$ cat src/rtl/vpu_sram_stream_if.sv
// ---------------------------------------------------------------------------
// vpu_sram_stream_if
// Bundles every handshake and bus signal of the VPU <-> SRAM stream engine.
//
// Signal groups:
//   cmd_*        command handshake (valid/ready, store flag, address, length)
//   rd_*         load data stream towards the VPU (valid/ready/data)
//   wr_*         store data stream from the VPU (valid/ready/data)
//   sram_*       SRAM request port (addr/re/we/wdata/ready) and read return
//                (rdata/rvalid)
//   busy, done   engine status
//
// Modports:
//   slave   the stream engine itself
//   master  the surrounding environment, i.e. the VPU and the SRAM together
// ---------------------------------------------------------------------------
interface vpu_sram_stream_if #(
  parameter int DATA_W = 256,
  parameter int ADDR_W = 20,
  parameter int LEN_W  = 16
);
  logic              cmd_valid;
  logic              cmd_ready;
  logic              cmd_is_store;
  logic [ADDR_W-1:0] cmd_addr;
  logic [LEN_W-1:0]  cmd_len;

  logic [DATA_W-1:0] rd_data;
  logic              rd_valid;
  logic              rd_ready;

  logic [DATA_W-1:0] wr_data;
  logic              wr_valid;
  logic              wr_ready;

  logic [ADDR_W-1:0] sram_addr;
  logic              sram_re;
  logic              sram_we;
  logic [DATA_W-1:0] sram_wdata;
  logic              sram_ready;
  logic [DATA_W-1:0] sram_rdata;
  logic              sram_rvalid;

  logic              busy;
  logic              done;

  modport slave (
    input  cmd_valid, cmd_is_store, cmd_addr, cmd_len,
    input  rd_ready, wr_data, wr_valid,
    input  sram_ready, sram_rdata, sram_rvalid,
    output cmd_ready, rd_data, rd_valid, wr_ready,
    output sram_addr, sram_re, sram_we, sram_wdata,
    output busy, done
  );

  modport master (
    output cmd_valid, cmd_is_store, cmd_addr, cmd_len,
    output rd_ready, wr_data, wr_valid,
    output sram_ready, sram_rdata, sram_rvalid,
    input  cmd_ready, rd_data, rd_valid, wr_ready,
    input  sram_addr, sram_re, sram_we, sram_wdata,
    input  busy, done
  );
endinterface

$ cat src/rtl/vpu_sram_stream.sv
// ---------------------------------------------------------------------------
// vpu_sram_stream
// Moves bursts of words between a VPU and a single-port SRAM.
//   Load : reads SRAM words starting at cmd_addr and streams them to the VPU
//          through a small return buffer. Reads are only issued while there
//          is guaranteed room in that buffer for their return data.
//   Store: passes VPU words straight through to SRAM writes, no buffering.
//
// Ports:
//   clk  single clock, rising edge
//   rst  asynchronous, active-high reset
//   bus  vpu_sram_stream_if.slave: command, load stream, store stream,
//        SRAM request/return and busy/done status
// ---------------------------------------------------------------------------
module vpu_sram_stream #(
  parameter int DATA_W     = 256,
  parameter int ADDR_W     = 20,
  parameter int LEN_W      = 16,
  parameter int FIFO_DEPTH = 4
) (
  input  logic                clk,
  input  logic                rst,
  vpu_sram_stream_if.slave    bus
);

  localparam int PTR_W = (FIFO_DEPTH > 1) ? $clog2(FIFO_DEPTH) : 1;
  localparam int CNT_W = PTR_W + 1;

  typedef enum logic [1:0] {
    IDLE,
    LOAD,
    STORE,
    DRAIN
  } state_t;

  state_t            state;
  logic [ADDR_W-1:0] ptr;
  logic [LEN_W-1:0]  remaining;
  logic [CNT_W-1:0]  outstanding;
  logic [CNT_W-1:0]  fifo_count;
  logic [PTR_W-1:0]  wr_ptr;
  logic [PTR_W-1:0]  rd_ptr;
  logic [DATA_W-1:0] mem [FIFO_DEPTH];
  logic              done_r;

  logic              has_work;
  logic [CNT_W:0]    credit_used;
  logic              credit_ok;
  logic              rd_issue;
  logic              rd_accept;
  logic              ret_push;
  logic              fifo_pop;
  logic              wr_accept;
  logic [CNT_W-1:0]  outstanding_nxt;
  logic [CNT_W-1:0]  fifo_count_nxt;

  // Every issued read reserves a buffer slot until its data is popped, so
  // reads in flight plus buffered words may never exceed the buffer depth.
  // Returns arriving with nothing outstanding are stale (e.g. after a reset)
  // and are dropped.
  always_comb begin
    has_work        = (remaining != '0);
    credit_used     = {1'b0, outstanding} + {1'b0, fifo_count};
    credit_ok       = (credit_used < (CNT_W+1)'(FIFO_DEPTH));
    rd_issue        = (state == LOAD) && has_work && credit_ok;
    rd_accept       = rd_issue && bus.sram_ready;
    ret_push        = bus.sram_rvalid && (outstanding != '0);
    fifo_pop        = (fifo_count != '0) && bus.rd_ready;
    wr_accept       = (state == STORE) && has_work && bus.wr_valid && bus.sram_ready;
    outstanding_nxt = outstanding + CNT_W'(rd_accept) - CNT_W'(ret_push);
    fifo_count_nxt  = fifo_count + CNT_W'(ret_push) - CNT_W'(fifo_pop);
  end

  assign bus.cmd_ready  = (state == IDLE);
  assign bus.sram_addr  = ptr;
  assign bus.sram_re    = rd_issue;
  assign bus.sram_we    = (state == STORE) && has_work && bus.wr_valid;
  assign bus.sram_wdata = bus.wr_data;
  assign bus.wr_ready   = (state == STORE) && has_work && bus.sram_ready;
  assign bus.rd_valid   = (fifo_count != '0);
  assign bus.rd_data    = mem[rd_ptr];
  assign bus.done       = done_r;
  assign bus.busy       = (state != IDLE) || done_r;

  // Control state machine plus counters. DRAIN finishes on the edge where
  // the final word leaves the buffer, so done shows up in the very next
  // cycle; a zero-length command never leaves IDLE and only pulses done.
  always_ff @(posedge clk or posedge rst) begin
    if (rst) begin
      state       <= IDLE;
      ptr         <= '0;
      remaining   <= '0;
      outstanding <= '0;
      fifo_count  <= '0;
      wr_ptr      <= '0;
      rd_ptr      <= '0;
      done_r      <= 1'b0;
    end else begin
      done_r      <= 1'b0;
      outstanding <= outstanding_nxt;
      fifo_count  <= fifo_count_nxt;
      if (ret_push) begin
        wr_ptr <= wr_ptr + PTR_W'(1);
      end
      if (fifo_pop) begin
        rd_ptr <= rd_ptr + PTR_W'(1);
      end
      case (state)
        IDLE: begin
          if (bus.cmd_valid) begin
            ptr       <= bus.cmd_addr;
            remaining <= bus.cmd_len;
            if (bus.cmd_len == '0) begin
              done_r <= 1'b1;
            end else if (bus.cmd_is_store) begin
              state <= STORE;
            end else begin
              state <= LOAD;
            end
          end
        end
        LOAD: begin
          if (rd_accept) begin
            ptr       <= ptr + ADDR_W'(1);
            remaining <= remaining - LEN_W'(1);
            if (remaining == LEN_W'(1)) begin
              state <= DRAIN;
            end
          end
        end
        DRAIN: begin
          if ((outstanding_nxt == '0) && (fifo_count_nxt == '0)) begin
            state  <= IDLE;
            done_r <= 1'b1;
          end
        end
        STORE: begin
          if (wr_accept) begin
            ptr       <= ptr + ADDR_W'(1);
            remaining <= remaining - LEN_W'(1);
            if (remaining == LEN_W'(1)) begin
              state  <= IDLE;
              done_r <= 1'b1;
            end
          end
        end
        default: state <= IDLE;
      endcase
    end
  end

  // Return buffer storage; data needs no reset because occupancy is tracked
  // by the counters above.
  always_ff @(posedge clk) begin
    if (ret_push) begin
      mem[wr_ptr] <= bus.sram_rdata;
    end
  end

endmodule

$ cat src/flat_wrapper.sv
// flat-port wrapper written by rule: the top's interface ports become plain ports
module vpu_sram_stream_flat 
#(
  parameter int DATA_W     = 256,
  parameter int ADDR_W     = 20,
  parameter int LEN_W      = 16,
  parameter int FIFO_DEPTH = 4
)
  (clk, rst, bus_cmd_valid, bus_cmd_is_store, bus_cmd_addr, bus_cmd_len, bus_rd_ready, bus_wr_data, bus_wr_valid, bus_sram_ready, bus_sram_rdata, bus_sram_rvalid, bus_cmd_ready, bus_rd_data, bus_rd_valid, bus_wr_ready, bus_sram_addr, bus_sram_re, bus_sram_we, bus_sram_wdata, bus_busy, bus_done);
  vpu_sram_stream_if #(.DATA_W(DATA_W), .ADDR_W(ADDR_W), .LEN_W(LEN_W)) bus_i ();
  input  logic clk;
  input  logic rst;
  input wire logic [$bits(bus_i.cmd_valid)-1:0] bus_cmd_valid;
  input wire logic [$bits(bus_i.cmd_is_store)-1:0] bus_cmd_is_store;
  input wire logic [$bits(bus_i.cmd_addr)-1:0] bus_cmd_addr;
  input wire logic [$bits(bus_i.cmd_len)-1:0] bus_cmd_len;
  input wire logic [$bits(bus_i.rd_ready)-1:0] bus_rd_ready;
  input wire logic [$bits(bus_i.wr_data)-1:0] bus_wr_data;
  input wire logic [$bits(bus_i.wr_valid)-1:0] bus_wr_valid;
  input wire logic [$bits(bus_i.sram_ready)-1:0] bus_sram_ready;
  input wire logic [$bits(bus_i.sram_rdata)-1:0] bus_sram_rdata;
  input wire logic [$bits(bus_i.sram_rvalid)-1:0] bus_sram_rvalid;
  output wire logic [$bits(bus_i.cmd_ready)-1:0] bus_cmd_ready;
  output wire logic [$bits(bus_i.rd_data)-1:0] bus_rd_data;
  output wire logic [$bits(bus_i.rd_valid)-1:0] bus_rd_valid;
  output wire logic [$bits(bus_i.wr_ready)-1:0] bus_wr_ready;
  output wire logic [$bits(bus_i.sram_addr)-1:0] bus_sram_addr;
  output wire logic [$bits(bus_i.sram_re)-1:0] bus_sram_re;
  output wire logic [$bits(bus_i.sram_we)-1:0] bus_sram_we;
  output wire logic [$bits(bus_i.sram_wdata)-1:0] bus_sram_wdata;
  output wire logic [$bits(bus_i.busy)-1:0] bus_busy;
  output wire logic [$bits(bus_i.done)-1:0] bus_done;
  assign bus_i.cmd_valid = bus_cmd_valid;
  assign bus_i.cmd_is_store = bus_cmd_is_store;
  assign bus_i.cmd_addr = bus_cmd_addr;
  assign bus_i.cmd_len = bus_cmd_len;
  assign bus_i.rd_ready = bus_rd_ready;
  assign bus_i.wr_data = bus_wr_data;
  assign bus_i.wr_valid = bus_wr_valid;
  assign bus_i.sram_ready = bus_sram_ready;
  assign bus_i.sram_rdata = bus_sram_rdata;
  assign bus_i.sram_rvalid = bus_sram_rvalid;
  assign bus_cmd_ready = bus_i.cmd_ready;
  assign bus_rd_data = bus_i.rd_data;
  assign bus_rd_valid = bus_i.rd_valid;
  assign bus_wr_ready = bus_i.wr_ready;
  assign bus_sram_addr = bus_i.sram_addr;
  assign bus_sram_re = bus_i.sram_re;
  assign bus_sram_we = bus_i.sram_we;
  assign bus_sram_wdata = bus_i.sram_wdata;
  assign bus_busy = bus_i.busy;
  assign bus_done = bus_i.done;
  vpu_sram_stream #(.DATA_W(DATA_W), .ADDR_W(ADDR_W), .LEN_W(LEN_W), .FIFO_DEPTH(FIFO_DEPTH)) u_core (.clk(clk), .rst(rst), .bus(bus_i));
endmodule
$ cat config.mk
export PLATFORM = sky130hd
export DESIGN_NAME = vpu_sram_stream_flat
export DESIGN_NICKNAME = d
export VERILOG_FILES = /design/src/rtl/vpu_sram_stream_if.sv /design/src/rtl/vpu_sram_stream.sv /design/src/flat_wrapper.sv
export SDC_FILE = /design/constraint.sdc
export NUM_CORES = 1
export LEC_CHECK = 0
export CAP_MARGIN = 20
export CORE_AREA = 2 2 427 429
export CTS_BUF_LIST = sky130_fd_sc_hd__clkbuf_2
export CTS_CLUSTER_DIAMETER = 200
export DETAILED_ROUTE_END_ITERATION = 12
export DIE_AREA = 0 0 429 431
export PLACE_DENSITY = 0.43
export SLEW_MARGIN = 20
export SYNTH_ARGS = -nofsm -noshare
export SYNTH_HDL_FRONTEND = slang
export SYNTH_SLANG_ARGS = --single-unit
$ cat constraint.sdc
create_clock -name clk -period 14.94 [get_ports clk]
set_clock_uncertainty 0.2 [all_clocks]
set_input_delay 2.241 -clock clk [delete_from_list [all_inputs] [get_ports clk]]
set_output_delay 2.241 -clock clk [all_outputs]
set_load 0.01 [all_outputs]
Word level (Yosys, flattened, before mapping)
Memories as Yosys holds them, arrays and structs flattened. Cells that the tools add are included.

$add $sub $neg: 9. $lt $le $gt $ge: 1. Eq/ne operators: 11. Multiplexer cells: 25. Reductions and logical operators: 22.

Operators with widths (count): $mux 20 (3); $pmux 20 s3 (1); $mux 16 (3); $pmux 16 s3 (1); $add 20x1->20 const B (1); $eq 16x1->1 const B (1); $logic_not 16->1 (1); $mux 2 (8); $reduce_bool 16->1 (1); $sub 16x1->16 const B (1); $logic_and 1x1->1 (10); $reduce_bool 3->1 (3); $ne 2x2->1 const B (4); $pmux 2 s4 (1); $mux 1 (7); $reduce_and 7->1 (1); $add 3x1->3 (2); $logic_not 3->1 (2); $ne 2x1->1 const B (3); $sub 3x1->3 (2); $add 2x1->2 const B (2); $add 3x3->4 (1); $eq 2x2->1 const B (2); $lt 4x3->1 const B (1); other kinds (6) (6).

Register bits: 49. RAM bits: 1024. Bits of input ports: 556. Output and inout bits: 539. Word-level logic and storage cells: 77. Memories: 1.

Memory list: u_core.mem (depth 4, bits a word 256, rd ports 1, clocked after memory_dff 0, write ports 1, RTL line vpu_sram_stream.sv:43) `logic [DATA_W-1:0] mem [FIFO_DEPTH];`.

Logic depth before layout (Yosys ltp)
Depth after elaboration: 10. Depth in mapped cells: 14. Mapped depth without buffers: 13.

Worst setup path after synthesis
OpenSTA, ideal clock, no wires.

Path kind: input-to-reg. Start point: input bus_sram_rvalid. End point: memory u_core.mem[0][0] (enable). Library setup time: 649 ps. Arrival time: 8365 ps. Data required time: 14091 ps. Setup slack: 5726 ps. Stages on the path: 2. Buffers on the path: 0. Cell sequence: o31a_1 > and2_1.

Word-level cells in the longest chain between the ends: 3.

RTL lines: from (decl) (RTL line flat_wrapper.sv:22) `input wire logic [$bits(bus_i.sram_rvalid)-1:0] bus_sram_rvalid;`; $logic_and 1x1->1 (RTL line vpu_sram_stream.sv:67) `ret_push = bus.sram_rvalid && (outstanding != '0);`; $mux 1 (RTL line vpu_sram_stream.sv:155) `if (ret_push) begin`; $mux 1 (implied by the code) (RTL line vpu_sram_stream.sv:156) `mem[wr_ptr] <= bus.sram_rdata;`; to (decl) (RTL line vpu_sram_stream.sv:43).

No other way between the ends.

Worst setup path in the final report
Start point: register u_core.rd_ptr[1]. End point: output bus_rd_data[155].

Word-level cells in the longest chain between the ends: 1.

RTL lines: from (decl) (RTL line vpu_sram_stream.sv:42) `logic [PTR_W-1:0] rd_ptr;`; from (signal assigned) (RTL line vpu_sram_stream.sv:106) `rd_ptr <= rd_ptr + PTR_W'(1);`; $mem_v2 4x256; to (decl) (RTL line flat_wrapper.sv:24) `output wire logic [$bits(bus_i.rd_data)-1:0] bus_rd_data;`.

No other way between the ends.

==> results_dict.tcl <==
set metrics [dict create \
    status "complete, no violations" \
    worstSkewPairLatency_ns 1.67 \
    synth_area_leaders "edfxtp_1 (73%), mux4_2 (14%), buf_4 (4.6%)" \
    crit_arrival_ns 5.58 \
    wl_per_cell_microns 26.1 \
    critPathMaxFanout 58 \
    cts_max_path_buffers 4 \
    end_kind "primary output" \
    grt.total_usage_pct 14.1 \
    synth_top_family_by_area "multiplexers" \
    r2r_end "u_core.state[0]" \
    drc_errors 0 \
    grt_setup_unrepaired "no" \
    ys_seq_elements 1073 \
    hold_viol_final 0 \
    period_share_pct 53.7 \
    cp.required_ns 12.50 \
    synth-simple-area-share_pct 2.02 \
    critPathKind "reg2out" \
    worst_path_most_repeated_cell "buf_4" \
    drive_above_1_share_pct 27.4 \
    die_area_sq_um 185000 \
    fin_area_sq_um 51400 \
    hp-class "reg2reg" \
    yosysTopAreaCell "edfxtp_1" \
    peakVddDrop_mv 0.132 \
    fmax_mhz 125 \
    num_rows 156 \
    route.final.wire_length_microns 134000 \
    numClockSinks 1073 \
    synth_cell_types 56 \
    start_util_pct 23.4 \
    postSynth.asyncResetShare_pct 4.57 \
    slowest_stage "dfrtp_4" \
    synth_fp_nets 2568 \
    r2r_slack_ns 10.99 \
    fin_nets 3149 \
    p_per_area_nw_per_um2 197 \
    rr_worst_depth 8 \
    syn_avg_cell_area_sq_um 21.1 \
    ys_warn_count 0 \
    worstReg2RegStart "u_core.remaining[0]" \
    synth_compound_area_share_pct 1.77 \
    finalSetupViolations 0 \
    synthAdderAreaFrac_pct 0.600 \
    tns_ns 0 \
    leakagePower_nw 16.8 \
    cts_resized 0 \
    yosysTopAreaCellShare_pct 73.1 \
    area_growth_pct 22.2 \
    synth-xor-area-share_pct 0.146 \
    cts_tree "yes" \
    clock-root-buffer "clkbuf_2" \
    start_kind "register" \
    antenna_found_initial 24 \
    slew_headroom_pct 15.1 \
    post_cts_buffers 0 \
    fin_cells 5152 \
    worst_pin_slew_ns 1.27 \
    die_w_microns 429 \
    synthFlopType "edfxtp_1" \
    utilization_pct 28.6 \
    maxSlewViolCount 0 \
    gp_congestion 0.820 \
    drv_cap 0 \
    grt_max_degree 122 \
    dr_total_vias 21900 \
    avgViaCountPerCell 4.25 \
    endpoint "bus_rd_data[155]" \
    clk_pin_slew_worst_paths_ns 0.09 \
    synth_area_sq_um 42100 \
    htree_levels 5 \
    grt_pass1_wl_microns 185000 \
    grt_overflow_total 0 \
    postPlaceCellArea_sq_um 48900 \
    antenna_left 0 \
    pin_count 1095 \
    crit_path_cell_trace "buf_4, buf_4, mux4_2, clkdlybuf4s50_1" \
    die_h_microns 431 \
    cts_buffers 311 \
    dp_cells 4631 \
    hpwl_microns 91200 \
    io_buffers 582 \
    hold_buffers 0 \
    seq_area_frac_synth_pct 76.0 \
    synth_mux_area_share_pct 13.9 \
    synth_edf_count 1024 \
    grt_pass1_vias 23800 \
    drt_pass1_iterations 5 \
    syn_inst 1993 \
    drt_iter0_drc 1233 \
    core_area_sq_um 180000 \
    crit_path_start "u_core.rd_ptr[1]" \
    worst_path_largest_cell_delay_ns 1.09 \
    nFillCells 17900 \
    period_minus_slack_ns 8.02 \
]
-- metrics by stage --
stage	total power, W	hold WS (ns)	setup slack, ns
after floorplan	0.00648	0.295	5.73
after global placement	0.00821	0.340	8.56
after detailed placement	0.00827	0.337	8.54
after CTS	0.0104	0.359	6.37
after global routing	0.0107	0.412	6.33
final	0.0101	0.365	6.92
-- how the worst min path moves through the flow --
stage                        start  cells after the start                  end  slack [ns]
6_report       u_core.remaining[1]                      2  u_core.remaining[1]        0.36
5_1_grt        u_core.remaining[1]                      2  u_core.remaining[1]        0.41
4_1_cts        u_core.remaining[1]                      2  u_core.remaining[1]        0.36
3_5_place_dp   u_core.remaining[1]                      2  u_core.remaining[1]        0.34
3_3_place_gp   u_core.remaining[1]                      2  u_core.remaining[1]        0.34
2_1_floorplan  u_core.remaining[1]                      2  u_core.remaining[1]        0.30
-- cell type report --
type / count / area, sq um / share of cell area (%)
Clock buffer: 442 / 2210 / 4.30
Sequential cell: 1073 / 32000 / 62.2
Antenna cell: 13 / 32.5 / 0.0632
Tap cell: 2370 / 2970 / 5.76
Multi-Input combinational cell: 562 / 7770 / 15.1
Inverter: 23 / 86.3 / 0.168
Timing Repair Buffer: 603 / 6060 / 11.8
Clock inverter: 66 / 338 / 0.657
-- routing by layer --
layer  up-vias  track usage [%]  share of wire [%]
li1       9206                -                  -
met4        14             6.71                4.1
met5         -             3.12               0.65
met2      1112             23.4                 50
met3       341             9.25                 13
met1     11200             13.3                 32
-- synthesized netlist by cell type, types with 2 or more instances --
cell       count
a2bb2oi_1     12
nor4b_2        2
nor2_1        41
o32ai_1        2
a211o_1        3
nand2b_1       3
nand2_1       31
or3_1          4
a21oi_1       31
o21ai_0       25
buf_2         28
xor2_1         3
and3_1         7
buf_4        256
o21a_1         5
edfxtp_1    1024
buf_1         15
o31a_1         2
o221a_2        2
fa_1           2
nand4_1       15
and4_1         6
ha_1          17
inv_1         22
a31oi_1        7
and2_1        10
o22ai_1        6
xnor2_1        4
mux2i_1        8
mux4_2       256
a211oi_1       3
a41oi_1        2
nor4_1        10
dfrtp_1       49
nand3_1       10
nor3_1        13
clkbuf_1      33
or2_2          4
buf_6          3
-- worst max-delay path: cells and delay by family (launching register included) --
kind                   cells  cell delay (ns)
DFF                        1             1.09
muxes                      1             0.43
buffers and inverters      3             2.15
-- registers in the layout (all words and copies together) (netlist names) --
name,count
u_core.state,2
u_core.rd_ptr,2
u_core.remaining,16
u_core.outstanding,3
u_core.bus.done,1
u_core.wr_ptr,2
u_core.bus.sram_addr,20
u_core.mem,1024
u_core.fifo_count,3
-- where the power goes --
group          switching, W  total (W)  internal, W
Combinational       0.00199    0.00385      0.00185
Clock               0.00122    0.00206     0.000834
Sequential         0.000259    0.00424      0.00399
-- logic make-up (layout without fill, tap and decap cells) --
kind of cell             Yosys count  after routing
other                              0             13
adder cells (fa/ha/maj)           19             19
flip-flops                      1073           1073
AND/OR/NAND/NOR                  160            160
AO/OA/AOI/OAI                    112            112
XOR/XNOR                           7              7
buffers and inverters            358           1134
multiplexers                     264            264
-- layout by cell type, fill, tap and decap left out, types with 25 or more instances in the layout --
cell type / n
edfxtp_1: 1024
clkdlybuf4s50_1: 582
clkbuf_2: 442
mux4_2: 256
clkinv_1: 51
dfrtp_1: 47
nor2_1: 41
a21oi_1: 31
nand2_1: 31
o21ai_0: 25
Power figures use the tool's default switching activity.
